==> config.mk <==
export PLATFORM = sky130hd
export DESIGN_NAME = lc3_mem_access_seq_flat
export DESIGN_NICKNAME = d
export VERILOG_FILES = /design/src/rtl/lc3_mem_access_seq_if.sv /design/src/rtl/lc3_mem_access_seq.sv /design/src/flat_wrapper.sv
export SDC_FILE = /design/constraint.sdc
export NUM_CORES = 1
export LEC_CHECK = 0
export CAP_MARGIN = 20
export CORE_MARGIN = 4
export CORE_UTILIZATION = 45
export DETAILED_ROUTE_END_ITERATION = 16
export PLACE_DENSITY_LB_ADDON = 0.12
export SLEW_MARGIN = 20
export SYNTH_ARGS = -nofsm -noshare
export SYNTH_HDL_FRONTEND = slang
export SYNTH_SLANG_ARGS = --single-unit
export TNS_END_PERCENT = 20
==> constraint.sdc <==
create_clock -name clk -period 5.4 [get_ports clk]
set_input_delay 1.08 -clock clk [delete_from_list [all_inputs] [get_ports clk]]
set_output_delay 1.08 -clock clk [all_outputs]
set_load 0.02 [all_outputs]
==> src/rtl/lc3_mem_access_seq_if.sv <==
// Memory bus between the LC-3 access sequencer (master) and the memory (slave).
// An access completes in the cycle where mem_req && mem_ready; the master holds every mem_* signal stable while it waits.
interface lc3_mem_access_seq_if;
    logic        mem_req;
    logic        mem_we;
    logic [15:0] mem_addr;
    logic [15:0] mem_wdata;
    logic [15:0] mem_rdata;
    logic        mem_ready;

    modport master (
        output mem_req, mem_we, mem_addr, mem_wdata,
        input  mem_rdata, mem_ready
    );

    modport slave (
        input  mem_req, mem_we, mem_addr, mem_wdata,
        output mem_rdata, mem_ready
    );
endinterface

==> src/rtl/lc3_mem_access_seq.sv <==
// LC-3 memory-access sequencer: fetch, decode, then 0-2 operand bus cycles per instruction, with a bus-wait timeout.
// Optional macro LC3_ACCESS_STATS_EN adds o_total_acc, a free-running count of completed bus accesses.
module lc3_mem_access_seq #(
    parameter int WAIT_TIMEOUT = 255
) (
    input  logic        clk,
    input  logic        reset,
    input  logic        i_start,
    input  logic [15:0] i_pc,
    input  logic [15:0] i_base_val,
    input  logic [15:0] i_src_val,
    input  logic [15:0] i_r6_val,
    output logic        o_busy,
    output logic [15:0] o_ir,
    output logic        o_ir_valid,
    output logic [15:0] o_ld_data,
    output logic        o_done,
    output logic [1:0]  o_acc_cnt,
    output logic        o_err,
`ifdef LC3_ACCESS_STATS_EN
    output logic [31:0] o_total_acc,
`endif
    output logic [2:0]  o_dbg_state,
    lc3_mem_access_seq_if.master m_bus
);

    typedef enum logic [2:0] {
        S_IDLE    = 3'd0,
        S_FETCH   = 3'd1,
        S_DECODE  = 3'd2,
        S_IND_RD  = 3'd3,
        S_DATA_RD = 3'd4,
        S_DATA_WR = 3'd5,
        S_DONE    = 3'd6
    } state_t;

    localparam logic [3:0] OP_LD   = 4'd2;
    localparam logic [3:0] OP_ST   = 4'd3;
    localparam logic [3:0] OP_LDR  = 4'd6;
    localparam logic [3:0] OP_STR  = 4'd7;
    localparam logic [3:0] OP_RTI  = 4'd8;
    localparam logic [3:0] OP_LDI  = 4'd10;
    localparam logic [3:0] OP_STI  = 4'd11;
    localparam logic [3:0] OP_TRAP = 4'd15;
    localparam logic [7:0] LP_WAIT_LAST = 8'(WAIT_TIMEOUT - 1);

    state_t      r_state, w_state_nxt;
    logic [15:0] r_pc, w_pc_nxt;
    logic [15:0] r_ir, w_ir_nxt;
    logic [15:0] r_ld_data, w_ld_data_nxt;
    logic [15:0] r_src, w_src_nxt;
    logic [1:0]  r_acc, w_acc_nxt;
    logic [7:0]  r_wait, w_wait_nxt;
    logic        r_busy, w_busy_nxt;
    logic        r_ir_valid, w_ir_valid_nxt;
    logic        r_done, w_done_nxt;
    logic [1:0]  r_acc_cnt, w_acc_cnt_nxt;
    logic        r_err, w_err_nxt;
    logic        r_req, w_req_nxt;
    logic        r_we, w_we_nxt;
    logic [15:0] r_addr, w_addr_nxt;
    logic [15:0] r_wdata, w_wdata_nxt;

    logic [3:0]  w_opcode;
    logic [15:0] w_pcoff;
    logic [15:0] w_boff;
    logic        w_complete;
    logic        w_timeout;

    assign w_opcode   = r_ir[15:12];
    assign w_pcoff    = r_pc + 16'd1 + {{7{r_ir[8]}}, r_ir[8:0]};
    assign w_boff     = i_base_val + {{10{r_ir[5]}}, r_ir[5:0]};
    assign w_complete = r_req & m_bus.mem_ready;
    assign w_timeout  = r_req & ~m_bus.mem_ready & (r_wait == LP_WAIT_LAST);

    always_comb begin
        w_state_nxt    = r_state;
        w_pc_nxt       = r_pc;
        w_ir_nxt       = r_ir;
        w_ld_data_nxt  = r_ld_data;
        w_src_nxt      = r_src;
        w_acc_nxt      = r_acc;
        w_wait_nxt     = r_wait;
        w_ir_valid_nxt = 1'b0;
        w_done_nxt     = 1'b0;
        w_acc_cnt_nxt  = 2'd0;
        w_err_nxt      = 1'b0;
        w_req_nxt      = r_req;
        w_we_nxt       = r_we;
        w_addr_nxt     = r_addr;
        w_wdata_nxt    = r_wdata;

        case (r_state)
            S_IDLE: begin
                if (i_start) begin
                    w_pc_nxt    = i_pc;
                    w_addr_nxt  = i_pc;
                    w_req_nxt   = 1'b1;
                    w_we_nxt    = 1'b0;
                    w_wait_nxt  = 8'd0;
                    w_acc_nxt   = 2'd0;
                    w_state_nxt = S_FETCH;
                end
            end
            S_FETCH, S_IND_RD, S_DATA_RD, S_DATA_WR: begin
                if (w_complete) begin
                    w_acc_nxt  = r_acc + 2'd1;
                    w_wait_nxt = 8'd0;
                    case (r_state)
                        S_FETCH: begin
                            w_ir_nxt       = m_bus.mem_rdata;
                            w_req_nxt      = 1'b0;
                            w_ir_valid_nxt = 1'b1;
                            w_state_nxt    = S_DECODE;
                        end
                        // Pointer read: the next access starts back-to-back at the pointer.
                        S_IND_RD: begin
                            w_addr_nxt = m_bus.mem_rdata;
                            if (w_opcode == OP_STI) begin
                                w_we_nxt    = 1'b1;
                                w_wdata_nxt = r_src;
                                w_state_nxt = S_DATA_WR;
                            end else begin
                                w_state_nxt = S_DATA_RD;
                            end
                        end
                        default: begin
                            if (r_state == S_DATA_RD) begin
                                w_ld_data_nxt = m_bus.mem_rdata;
                            end
                            w_req_nxt     = 1'b0;
                            w_we_nxt      = 1'b0;
                            w_done_nxt    = 1'b1;
                            w_acc_cnt_nxt = r_acc + 2'd1;
                            w_state_nxt   = S_DONE;
                        end
                    endcase
                end else if (w_timeout) begin
                    w_req_nxt   = 1'b0;
                    w_we_nxt    = 1'b0;
                    w_err_nxt   = 1'b1;
                    w_state_nxt = S_IDLE;
                end else begin
                    w_wait_nxt = r_wait + 8'd1;
                end
            end
            S_DECODE: begin
                w_src_nxt  = i_src_val;
                w_wait_nxt = 8'd0;
                w_req_nxt  = 1'b1;
                w_we_nxt   = 1'b0;
                case (w_opcode)
                    OP_LD:   begin w_addr_nxt = w_pcoff;               w_state_nxt = S_DATA_RD; end
                    OP_TRAP: begin w_addr_nxt = {8'h00, r_ir[7:0]};    w_state_nxt = S_DATA_RD; end
                    OP_RTI:  begin w_addr_nxt = i_r6_val;              w_state_nxt = S_DATA_RD; end
                    OP_LDR:  begin w_addr_nxt = w_boff;                w_state_nxt = S_DATA_RD; end
                    OP_LDI, OP_STI: begin w_addr_nxt = w_pcoff;        w_state_nxt = S_IND_RD;  end
                    OP_ST, OP_STR: begin
                        w_addr_nxt  = (w_opcode == OP_ST) ? w_pcoff : w_boff;
                        w_we_nxt    = 1'b1;
                        w_wdata_nxt = i_src_val;
                        w_state_nxt = S_DATA_WR;
                    end
                    default: begin
                        w_req_nxt     = 1'b0;
                        w_done_nxt    = 1'b1;
                        w_acc_cnt_nxt = r_acc;
                        w_state_nxt   = S_DONE;
                    end
                endcase
            end
            S_DONE: begin
                w_state_nxt = S_IDLE;
            end
            default: begin
                w_req_nxt   = 1'b0;
                w_we_nxt    = 1'b0;
                w_state_nxt = S_IDLE;
            end
        endcase

        w_busy_nxt = (w_state_nxt != S_IDLE);
    end

    always_ff @(posedge clk or posedge reset) begin
        if (reset) begin
            r_state    <= S_IDLE;
            r_pc       <= 16'd0;
            r_ir       <= 16'd0;
            r_ld_data  <= 16'd0;
            r_src      <= 16'd0;
            r_acc      <= 2'd0;
            r_wait     <= 8'd0;
            r_busy     <= 1'b0;
            r_ir_valid <= 1'b0;
            r_done     <= 1'b0;
            r_acc_cnt  <= 2'd0;
            r_err      <= 1'b0;
            r_req      <= 1'b0;
            r_we       <= 1'b0;
            r_addr     <= 16'd0;
            r_wdata    <= 16'd0;
        end else begin
            r_state    <= w_state_nxt;
            r_pc       <= w_pc_nxt;
            r_ir       <= w_ir_nxt;
            r_ld_data  <= w_ld_data_nxt;
            r_src      <= w_src_nxt;
            r_acc      <= w_acc_nxt;
            r_wait     <= w_wait_nxt;
            r_busy     <= w_busy_nxt;
            r_ir_valid <= w_ir_valid_nxt;
            r_done     <= w_done_nxt;
            r_acc_cnt  <= w_acc_cnt_nxt;
            r_err      <= w_err_nxt;
            r_req      <= w_req_nxt;
            r_we       <= w_we_nxt;
            r_addr     <= w_addr_nxt;
            r_wdata    <= w_wdata_nxt;
        end
    end

`ifdef LC3_ACCESS_STATS_EN
    logic [31:0] r_total_acc;

    always_ff @(posedge clk or posedge reset) begin
        if (reset) begin
            r_total_acc <= 32'd0;
        end else if (w_complete) begin
            r_total_acc <= r_total_acc + 32'd1;
        end
    end

    assign o_total_acc = r_total_acc;
`endif

    assign o_busy          = r_busy;
    assign o_ir            = r_ir;
    assign o_ir_valid      = r_ir_valid;
    assign o_ld_data       = r_ld_data;
    assign o_done          = r_done;
    assign o_acc_cnt       = r_acc_cnt;
    assign o_err           = r_err;
    assign o_dbg_state     = r_state;
    assign m_bus.mem_req   = r_req;
    assign m_bus.mem_we    = r_we;
    assign m_bus.mem_addr  = r_addr;
    assign m_bus.mem_wdata = r_wdata;

endmodule

==> src/flat_wrapper.sv <==
// flat-port wrapper written by rule: the top's interface ports become plain ports
module lc3_mem_access_seq_flat 
#(
    parameter int WAIT_TIMEOUT = 255
)
  (clk, reset, i_start, i_pc, i_base_val, i_src_val, i_r6_val, o_busy, o_ir, o_ir_valid, o_ld_data, o_done, o_acc_cnt, o_err, o_dbg_state, m_bus_mem_req, m_bus_mem_we, m_bus_mem_addr, m_bus_mem_wdata, m_bus_mem_rdata, m_bus_mem_ready);
  lc3_mem_access_seq_if m_bus_i ();
  input  logic clk;
  input  logic reset;
  input  logic i_start;
  input  logic [15:0] i_pc;
  input  logic [15:0] i_base_val;
  input  logic [15:0] i_src_val;
  input  logic [15:0] i_r6_val;
  output logic o_busy;
  output logic [15:0] o_ir;
  output logic o_ir_valid;
  output logic [15:0] o_ld_data;
  output logic o_done;
  output logic [1:0] o_acc_cnt;
  output logic o_err;
  output logic [2:0] o_dbg_state;
  output wire logic [$bits(m_bus_i.mem_req)-1:0] m_bus_mem_req;
  output wire logic [$bits(m_bus_i.mem_we)-1:0] m_bus_mem_we;
  output wire logic [$bits(m_bus_i.mem_addr)-1:0] m_bus_mem_addr;
  output wire logic [$bits(m_bus_i.mem_wdata)-1:0] m_bus_mem_wdata;
  input wire logic [$bits(m_bus_i.mem_rdata)-1:0] m_bus_mem_rdata;
  input wire logic [$bits(m_bus_i.mem_ready)-1:0] m_bus_mem_ready;
  assign m_bus_mem_req = m_bus_i.mem_req;
  assign m_bus_mem_we = m_bus_i.mem_we;
  assign m_bus_mem_addr = m_bus_i.mem_addr;
  assign m_bus_mem_wdata = m_bus_i.mem_wdata;
  assign m_bus_i.mem_rdata = m_bus_mem_rdata;
  assign m_bus_i.mem_ready = m_bus_mem_ready;
  lc3_mem_access_seq #(.WAIT_TIMEOUT(WAIT_TIMEOUT)) u_core (.clk(clk), .reset(reset), .i_start(i_start), .i_pc(i_pc), .i_base_val(i_base_val), .i_src_val(i_src_val), .i_r6_val(i_r6_val), .o_busy(o_busy), .o_ir(o_ir), .o_ir_valid(o_ir_valid), .o_ld_data(o_ld_data), .o_done(o_done), .o_acc_cnt(o_acc_cnt), .o_err(o_err), .o_dbg_state(o_dbg_state), .m_bus(m_bus_i));
endmodule
==> impl_metrics.json, run 1 <==
{
  "yosysWarnings": 0,
  "worst_ep_arrival_time_ps": 3600,
  "cts-root-buf": "clkbuf_16",
  "worstPathRequired_ps": 5700,
  "ys_top_cells_by_area": "dfrtp_1 (43%), nand2_1 (8.3%), mux2_2 (8.3%)",
  "synth_edf_count": 0,
  "first_global_vias": 6235,
  "synth.avg_cell_area_um2": 9.34,
  "ioPinCount": 159,
  "crit_chain": "clkdlybuf4s50_1 > ha_1 > inv_1 > fa_1 > nor2b_1 > o211ai_1 > a31oi_1 > o22ai_1 > xor2_1 > o211ai_1 > a22o_1",
  "fin_crit_ps": 3290,
  "yosys-top-cells-count": "nand2_1 (151), dfrtp_1 (117), o21ai_0 (57)",
  "setup_viol": 0,
  "p_switching_mw": 2.47,
  "cts_tree": "built",
  "yosysTopAreaCellShare_pct": 43.0,
  "routed_via_density": 5.76,
  "syn_area_um2": 6810,
  "synth_cell_types": 62,
  "synth_top_flop_cell": "dfrtp_1",
  "post_cts.repair.setup_buffers": 0,
  "ctsHoldBuffers": 0,
  "start_util_pct": 46.3,
  "die_w_um": 131,
  "power_frac_seq_pct": 26.9,
  "synth_cells": 729,
  "drt_iter0_markers": 435,
  "clk_path_buf_depth": 2,
  "synth_top_area_cell": "dfrtp_1",
  "area_growth_pct": 34.2,
  "finalCritPeriodShare_pct": 61.0,
  "core_area_um2": 14700,
  "antenna_cells": 0,
  "max_freq_mhz": 304,
  "cts_made_buffers": 17,
  "slowest_delay_ps": 460,
  "crit_top_cell": "o211ai_1",
  "hold_class": "reg2reg",
  "htreeDepth": 4,
  "syn_nets": 848,
  "final_nets": 999,
  "power_frac_clock_pct": 20.1,
  "whs_ps": 464,
  "power.internal_mw": 3.28,
  "cap_violations": 0,
  "fin_tns_setup_ps": 0,
  "switching_share_pct": 43.0,
  "synth_most_common_cell": "nand2_1",
  "rows": 44,
  "via_count": 6208,
  "cts.sinks": 117,
  "grt_setup_unrepaired": "no",
  "vdd_drop_max_mv": 0.349,
  "ys_seq_area_share_pct": 43.0,
  "grt_max_degree": 85,
  "relSlewSlack_pct": 26.6,
  "cp_slowest_cell": "clkdlybuf4s50_1",
  "cp-start-kind": "primary input",
  "slew_viol_final": 0,
  "p_leak_nw": 4.04,
  "end_kind": "flip-flop",
  "clk_latency_ps": 420,
  "port_buffers": 158,
  "gr-total-overflow": 0,
  "die_y_um": 131,
  "wl_per_cell_um": 19.0,
  "gp_congestion": 0.884,
  "drive_gt1_share_pct": 11.1,
  "reg2reg_setup_slack_ps": 2310,
  "ys_ff_latch": 117,
  "drc_errors": 0,
  "ctsResizeCount": 0,
  "tightest_slew_ps": 1100,
  "power_density_nw_per_um2": 630,
  "drt_first_pass_iters": 5,
  "grt_first_pass_wirelength_um": 32300,
  "combPwrFrac_pct": 52.9,
  "async_reset_ff_share_pct": 100,
  "skew_ps": 7.85,
  "grt_util_all_layers_pct": 24.3,
  "worst-path-max-fanout": 3,
  "dpl.hpwl_um": 15000,
  "setup.worst_path.class": "in2reg",
  "fp.dieArea_um2": 17200,
  "final_antenna_net_count": 0,
  "antenna_found_initial": 0,
  "clk_pin_slew_ps": 60,
  "finalHoldViolations": 0,
  "routed_wl_um": 20500,
  "outcome": "complete, no violations"
}
-- final timing paths --
path                                                 startpoint                               endpoint  cells after the start
worst max-delay path                              i_base_val[0]   u_core.m_bus.mem_addr[8]$_DFFE_PP0P_                     11
worst min-delay path               u_core.r_src[14]$_DFFE_PP0P_           u_core.r_src[14]$_DFFE_PP0P_                      2
worst max register to register  u_core.o_dbg_state[2]$_DFF_PP0_  u_core.m_bus.mem_addr[12]$_DFFE_PP0P_                      7
worst min register to register     u_core.r_src[14]$_DFFE_PP0P_           u_core.r_src[14]$_DFFE_PP0P_                      2
max in group asynchronous                                 reset        u_core.o_ld_data[9]$_DFFE_PP0P_                      3
min in group asynchronous                                 reset        u_core.o_ld_data[2]$_DFFE_PP0P_                      2
-- critical path: cells and delay by family --
family                     cells  cell delay, ps
AOI/OAI and AO/OA              5             960
xor gates and xnor gates       1             200
adders and majority gates      2             630
buffers and inverters          2             540
and+or+nand+nor                1             180
-- state kept, by name, summed over array words and instances (netlist names) --
| signal | flops |
|---|---|
| u_core.r_acc | 2 |
| u_core.r_wait | 8 |
| u_core.m_bus.mem_req | 1 |
| u_core.o_ld_data | 16 |
| u_core.m_bus.mem_wdata | 16 |
| u_core.o_done | 1 |
| u_core.o_ir | 16 |
| u_core.r_pc | 16 |
| u_core.r_src | 16 |
| u_core.m_bus.mem_we | 1 |
| u_core.o_err | 1 |
| u_core.o_acc_cnt | 2 |
| u_core.o_ir_valid | 1 |
| u_core.o_dbg_state | 3 |
| u_core.o_busy | 1 |
| u_core.m_bus.mem_addr | 16 |
-- power groups by stage --
stage	registers (mW)	logic, mW	clock network, mW
floorplan	1.69	1.84	0
global placement	1.54	2.96	0
detailed placement	1.55	3.01	0
CTS	1.55	3.04	1.18
global route	1.60	3.34	1.22
finish	1.55	3.05	1.16
-- metrics by stage --
stage	total power [mW]	util, %	cells	setup WS (ps)	instance area [µm²]
finish	5.76	62.1	1077	2110	9130
global route	6.16	62.1	1077	2020	9130
CTS	5.76	62.1	1077	2150	9130
detailed placement	4.57	58.0	1045	1730	8520
global placement	4.49	58.0	1045	1770	8520
floorplan	3.53	-	729	1220	6810
-- cell usage in the layout (no fill, tap or decap), drive strengths merged, types with 4 or more instances in the layout --
cell,Yosys,layout
o21ai,60,60
nand3b,5,5
a22oi,16,16
o211ai,5,5
ha,33,33
a31oi,5,5
inv,15,18
and3,4,4
o31ai,6,6
dfrtp,117,117
a211oi,8,8
clkdlybuf4s50,0,158
o21bai,5,5
a21oi,50,50
nor2,33,33
xor2,10,10
buf,18,5
clkinv,1,7
mux2,50,50
nand4,5,5
clkbuf,13,17
mux2i,4,4
nand3,13,13
xnor2,12,12
nor2b,6,6
nand2,151,151
a221oi,7,7
a21o,12,12
nand2b,9,9
and2,5,5
-- cells by family after synthesis --
logic type,share of synthesized area (%)
AOI/OAI and AO/OA,19.2
xor gates and xnor gates,2.83
adders and majority gates,6.66
buffers and inverters,2.89
DFF,43.0
muxes,8.86
and+or+nand+nor,16.5
-- final cells by class --
class / count / area, µm²
sequential: 117 / 2930
clock inverter: 15 / 180
clock buffer: 17 / 425
tap: 184 / 230
inverter: 16 / 65.1
timing repair buffer: 163 / 1620
multi-input combinational: 565 / 3680
fill: 1229 / 5570
-- routing by layer --
| layer | global-route usage [%] | share of wire, % |
|---|---|---|
| met1 | 33.6 | 46 |
| met2 | 38.9 | 47 |
| met3 | 5.16 | 5.8 |
| met4 | 6.78 | 1.2 |
| met5 | 0 | 0 |
Power figures use the tool's default switching activity.
==> run 2: changes to the inputs <==
==> constraint.sdc (replaced) <==
create_clock -name clk -period 2.7 [get_ports clk]
set_input_delay 0.54 -clock clk [delete_from_list [all_inputs] [get_ports clk]]
set_output_delay 0.54 -clock clk [all_outputs]
set_load 0.02 [all_outputs]
==> run 2 against run 1 <==
  * Worst setup slack lost 2000 ps
  * Clock skew grew 2.9 ps
  * Clock power grew 110%
  * Critical endpoint is now u_core.m_bus.mem_addr[14]$_DFFE_PP0P_
  * Largest power group unchanged
==> impl_metrics.json, run 2 (synthesis results as in run 1) <==
{
  "cts_made_buffers": 17,
  "drt_first_pass_iters": 5,
  "first_global_vias": 6298,
  "dpl.hpwl_um": 15200,
  "crit_top_cell": "inv_1",
  "area_growth_pct": 39.8,
  "tightest_slew_ps": 639,
  "die_w_um": 131,
  "critical_path_buf_inv_count": 2,
  "finalPower_mw": 12.0,
  "utilization_pct": 64.7,
  "die_y_um": 131,
  "drive_gt1_share_pct": 14.9,
  "end_kind": "flip-flop",
  "cp_top_family": "compound AO/OA/AOI/OAI gates",
  "core_area_um2": 14700,
  "gr-total-overflow": 0,
  "antenna_found_initial": 0,
  "rows": 44,
  "relSlewSlack_pct": 57.2,
  "fp.dieArea_um2": 17200,
  "setup.worst_path.class": "reg2reg",
  "power_density_nw_per_um2": 1270,
  "grt_max_degree": 68,
  "wl_per_cell_um": 18.6,
  "worst_ep_arrival_time_ps": 2930,
  "p_leak_nw": 4.24,
  "cp-start-kind": "flip-flop",
  "final_cell_mix": "clkdlybuf4s50_1 (158), nand2_1 (151), dfrtp_1 (117), o21ai_0 (56), mux2_2 (50)",
  "worst-path-max-fanout": 3,
  "clk_path_buf_depth": 2,
  "ioPinCount": 159,
  "hold_class": "reg2reg",
  "skew_ps": 10.7,
  "worstPathRequired_ps": 3000,
  "final_antenna_net_count": 0,
  "fin_crit_ps": 2630,
  "cts_tree": "built",
  "cts-root-buf": "clkbuf_16",
  "cap_violations": 0,
  "grt_util_all_layers_pct": 24.2,
  "grt_first_pass_wirelength_um": 32400,
  "htreeDepth": 4,
  "slowest_delay_ps": 440,
  "clk_pin_slew_ps": 60,
  "outcome": "complete, no violations",
  "setup_viol": 0,
  "drt_iter0_markers": 366,
  "routed_wl_um": 20700,
  "grt_setup_unrepaired": "yes",
  "drc_errors": 0,
  "finalCritPeriodShare_pct": 97.5,
  "cts.sinks": 117,
  "via_count": 6372,
  "cp_slowest_cell": "fa_1",
  "crit_chain": "inv_1 > ha_1 > inv_1 > fa_1 > a21o_1 > a221oi_4 > o21ai_2 > a211o_1 > xor2_1 > a211oi_2 > a21oi_1",
  "slew_viol_final": 0,
  "start_util_pct": 46.3,
  "finalHoldViolations": 0,
  "max_freq_mhz": 380,
  "final_nets": 1034,
  "port_buffers": 158,
  "gp_congestion": 0.968,
  "ctsHoldBuffers": 0,
  "vdd_drop_max_mv": 0.859,
  "final_common_cell": "clkdlybuf4s50_1",
  "routed_via_density": 5.73,
  "clk_latency_ps": 420
}
## run 2: final cells by class
| class | count | area (µm²) |
|---|---|---|
| clock buffer | 19 | 443 |
| tap | 184 | 230 |
| clock inverter | 13 | 205 |
| antenna | 1 | 2.50 |
| timing repair buffer | 198 | 1920 |
| inverter | 16 | 63.8 |
| sequential | 117 | 2930 |
| multi-input combinational | 565 | 3720 |
| fill | 1188 | 5190 |
## run 2: worst paths after layout
kind,slack (ps),to,cells after the start,start
setup / recovery,70,u_core.m_bus.mem_addr[14]$_DFFE_PP0P_,11,u_core.o_ir[0]$_DFFE_PP0P_
hold / removal,470,u_core.r_src[7]$_DFFE_PP0P_,2,u_core.r_src[7]$_DFFE_PP0P_
setup reg to reg,70,u_core.m_bus.mem_addr[14]$_DFFE_PP0P_,11,u_core.o_ir[0]$_DFFE_PP0P_
hold reg to reg,470,u_core.r_src[7]$_DFFE_PP0P_,2,u_core.r_src[7]$_DFFE_PP0P_
max in group asynchronous,1440,u_core.r_wait[4]$_DFFE_PP0P_,3,reset
min in group asynchronous,530,u_core.m_bus.mem_wdata[3]$_DFFE_PP0P_,2,reset
## run 2: power by group
part           leakage (nW)  total, mW  switching, mW  internal (mW)
clock network         0.309       2.47          0.816           1.66
logic                  2.45       6.54           3.60           2.94
registers              1.48       3.03          0.582           2.45
## run 2: stage by stage
| step | instance area, µm² | setup slack [ps] | hold WS [ps] | cells | setup TNS [ps] |
|---|---|---|---|---|---|
| floorplan | 6810 | 106 | 437 | 729 | 0 |
| global placement | 8820 | -363 | 449 | 1079 | -2160 |
| detailed placement | 8820 | -395 | 461 | 1079 | -2680 |
| CTS | 9470 | 18.7 | 474 | 1111 | 0 |
| global route | 9510 | -24.0 | 492 | 1112 | -45.7 |
| finish | 9510 | 68.4 | 471 | 1113 | 0 |
## run 2: layer usage
metal | track usage (%) | up-vias | wire, µm
li1 | - | 2997 | -
met1 | 32.9 | 3088 | 9120
met2 | 37.8 | 249 | 9720
met3 | 6.50 | 38 | 1360
met4 | 7.80 | 0 | 461
met5 | 0 | - | 0
## run 2: repair_timing
item,in CTS,in global routing
endpoints found under the setup margin,0,5
buffers inserted,0,1
resized for setup,0,7
## run 2: worst min-delay path: cells and delay by family, from the launching register on
family	cells	cell delay, ps
flops	1	320
simple gates	2	110
==> run 3: changes to the inputs <==
--- a/config.mk
+++ b/config.mk
@@ -14,4 +14,3 @@
 export SYNTH_ARGS = -nofsm -noshare
 export SYNTH_HDL_FRONTEND = slang
 export SYNTH_SLANG_ARGS = --single-unit
-export TNS_END_PERCENT = 20
==> run 3 against run 2 <==
  * Sequential share of layout area about the same
  * Largest power group unchanged
  * Register-to-register slack about the same
  * Combinational power about the same
  * Critical endpoint unchanged
  * Via count down 0.38%
  * Critical path type unchanged
  * Clock power about the same
  * Worst setup slack better by 3.3 ps
  * Non-clock buffer count unchanged
  * Routed wire length about the same
  * Largest cell class unchanged
  * Total power about the same
  * Final area about the same
  * Global-route usage unchanged
==> impl_metrics.json, run 3 (synthesis results as in run 1) <==
{
  "first_global_vias": 6298,
  "worst-path-max-fanout": 3,
  "reg2reg_depth": 11,
  "finalCritPeriodShare_pct": 97.3,
  "routed_via_density": 5.70,
  "clk_latency_ps": 420,
  "worst_ep_arrival_time_ps": 2930,
  "core_area_um2": 14700,
  "hold_class": "reg2reg",
  "worstPathRequired_ps": 3000,
  "r2r_end": "u_core.m_bus.mem_addr[14]$_DFFE_PP0P_",
  "grt_util_all_layers_pct": 24.2,
  "finalHoldViolations": 0,
  "dpl.hpwl_um": 15200,
  "finalPower_mw": 12.1,
  "holdCritStartpoint": "u_core.r_src[7]$_DFFE_PP0P_",
  "cts.sinks": 117,
  "slowest_delay_ps": 440,
  "ioPinCount": 159,
  "cts_tree": "built",
  "worstReg2RegStart": "u_core.o_ir[0]$_DFFE_PP0P_",
  "holdPathStages": 2,
  "crit_chain": "inv_1 > ha_1 > inv_1 > fa_1 > a21o_1 > a221oi_4 > o21ai_2 > a211o_1 > xor2_1 > a211oi_2 > a21oi_1",
  "gp_congestion": 0.968,
  "grt_setup_unrepaired": "yes",
  "gr-total-overflow": 0,
  "port_buffers": 158,
  "crit_top_cell": "inv_1",
  "cap_violations": 0,
  "p_leak_nw": 4.24,
  "area_growth_pct": 39.8,
  "fin_crit_ps": 2630,
  "antenna_found_initial": 0,
  "setup.worst_path.class": "reg2reg",
  "vdd_drop_max_mv": 0.859,
  "die_w_um": 131,
  "place_ws_ps": -395,
  "fin_tns_setup_ps": 0,
  "drive_gt1_share_pct": 15.0,
  "drt_iter0_markers": 370,
  "htreeDepth": 4,
  "cts-root-buf": "clkbuf_16",
  "reg2reg_setup_slack_ps": 70,
  "dp.cells": 1079,
  "power_density_nw_per_um2": 1270,
  "cp-start-kind": "flip-flop",
  "utilization_pct": 64.7,
  "stdcell_count": 1113,
  "routed_wl_um": 20600,
  "slew_viol_final": 0,
  "start_util_pct": 46.3,
  "final_cell_mix": "clkdlybuf4s50_1 (158), nand2_1 (151), dfrtp_1 (117), o21ai_0 (56), mux2_2 (50)",
  "min_to": "u_core.r_src[7]$_DFFE_PP0P_",
  "via_count": 6348,
  "skew_ps": 10.8,
  "relSlewSlack_pct": 56.7,
  "final_common_cell": "clkdlybuf4s50_1",
  "drt_first_pass_iters": 7,
  "end_kind": "flip-flop",
  "setup_viol": 0,
  "layout_setup_ws_ps": 71.7,
  "wl_per_cell_um": 18.5,
  "final_nets": 1034,
  "max_freq_mhz": 380,
  "die_y_um": 131,
  "cts_made_buffers": 17,
  "clk_pin_slew_ps": 60,
  "tightest_slew_ps": 646,
  "grt_max_degree": 68,
  "outcome": "complete, no violations",
  "rows": 44,
  "drc_errors": 0,
  "final_antenna_net_count": 0,
  "fp.dieArea_um2": 17200,
  "cp_slowest_cell": "fa_1",
  "grt_first_pass_wirelength_um": 32400,
  "clk_path_buf_depth": 2
}
run 3: routing by layer:
| metal | GRT usage (%) | part of all wire (%) | up-vias |
|---|---|---|---|
| li1 | - | - | 2993 |
| met3 | 6.50 | 6.6 | 37 |
| met1 | 32.9 | 44 | 3077 |
| met5 | 0 | 0 | - |
| met4 | 7.80 | 2.2 | 0 |
| met2 | 37.8 | 47 | 241 |
run 3: critical path: cells and delay by family (launching register included):
family                     cells  cell delay [ps]
buffers and inverters          2              150
AOI/OAI and AO/OA              6             1230
DFF                            1              380
adders and majority gates      2              590
xor gates and xnor gates       1              170
run 3: through the flow:
stage,area [µm²],hold WS [ps]
after global routing,9510,492
after global placement,8820,449
after detailed placement,8820,461
final,9520,471
after CTS,9470,474
after floorplan,6810,437
run 3: how the worst max path moves through the flow:
| stage | start | end | depth (start not counted) |
|---|---|---|---|
| 2_1_floorplan | u_core.o_ir[0]$_DFFE_PP0P_ | u_core.m_bus.mem_addr[14]$_DFFE_PP0P_ | 11 |
| 5_1_grt | i_base_val[0] | u_core.m_bus.mem_addr[12]$_DFFE_PP0P_ | 11 |
| 4_1_cts | i_base_val[0] | u_core.m_bus.mem_addr[12]$_DFFE_PP0P_ | 11 |
| 3_3_place_gp | i_base_val[0] | u_core.m_bus.mem_addr[10]$_DFFE_PP0P_ | 11 |
| 6_report | u_core.o_ir[0]$_DFFE_PP0P_ | u_core.m_bus.mem_addr[14]$_DFFE_PP0P_ | 11 |
| 3_5_place_dp | i_base_val[0] | u_core.m_bus.mem_addr[12]$_DFFE_PP0P_ | 11 |
run 3: power by group:
part           total, mW  switching (mW)  internal, mW
Clock               2.47           0.813          1.66
Combinational       6.56            3.62          2.94
Sequential          3.03           0.582          2.45
Total               12.1            5.01          7.05
run 3: layout make-up:
type                            instances  area, µm²
Antenna cell                            1       2.50
Tap cell                              184        230
Clock buffer                           19        443
Multi-Input combinational cell        565       3720
Timing Repair Buffer                  198       1920
Sequential cell                       117       2930
Inverter                               16       63.8
Fill cell                            1188       5180
Clock inverter                         13        205
run 3: what timing repair did:
item | CTS | global route
endpoints found under the hold margin | 0 | 0
resized for setup | 0 | 8
endpoints found under the setup margin | 0 | 5
hold buffers | 0 | 0
setup buffers | 0 | 1
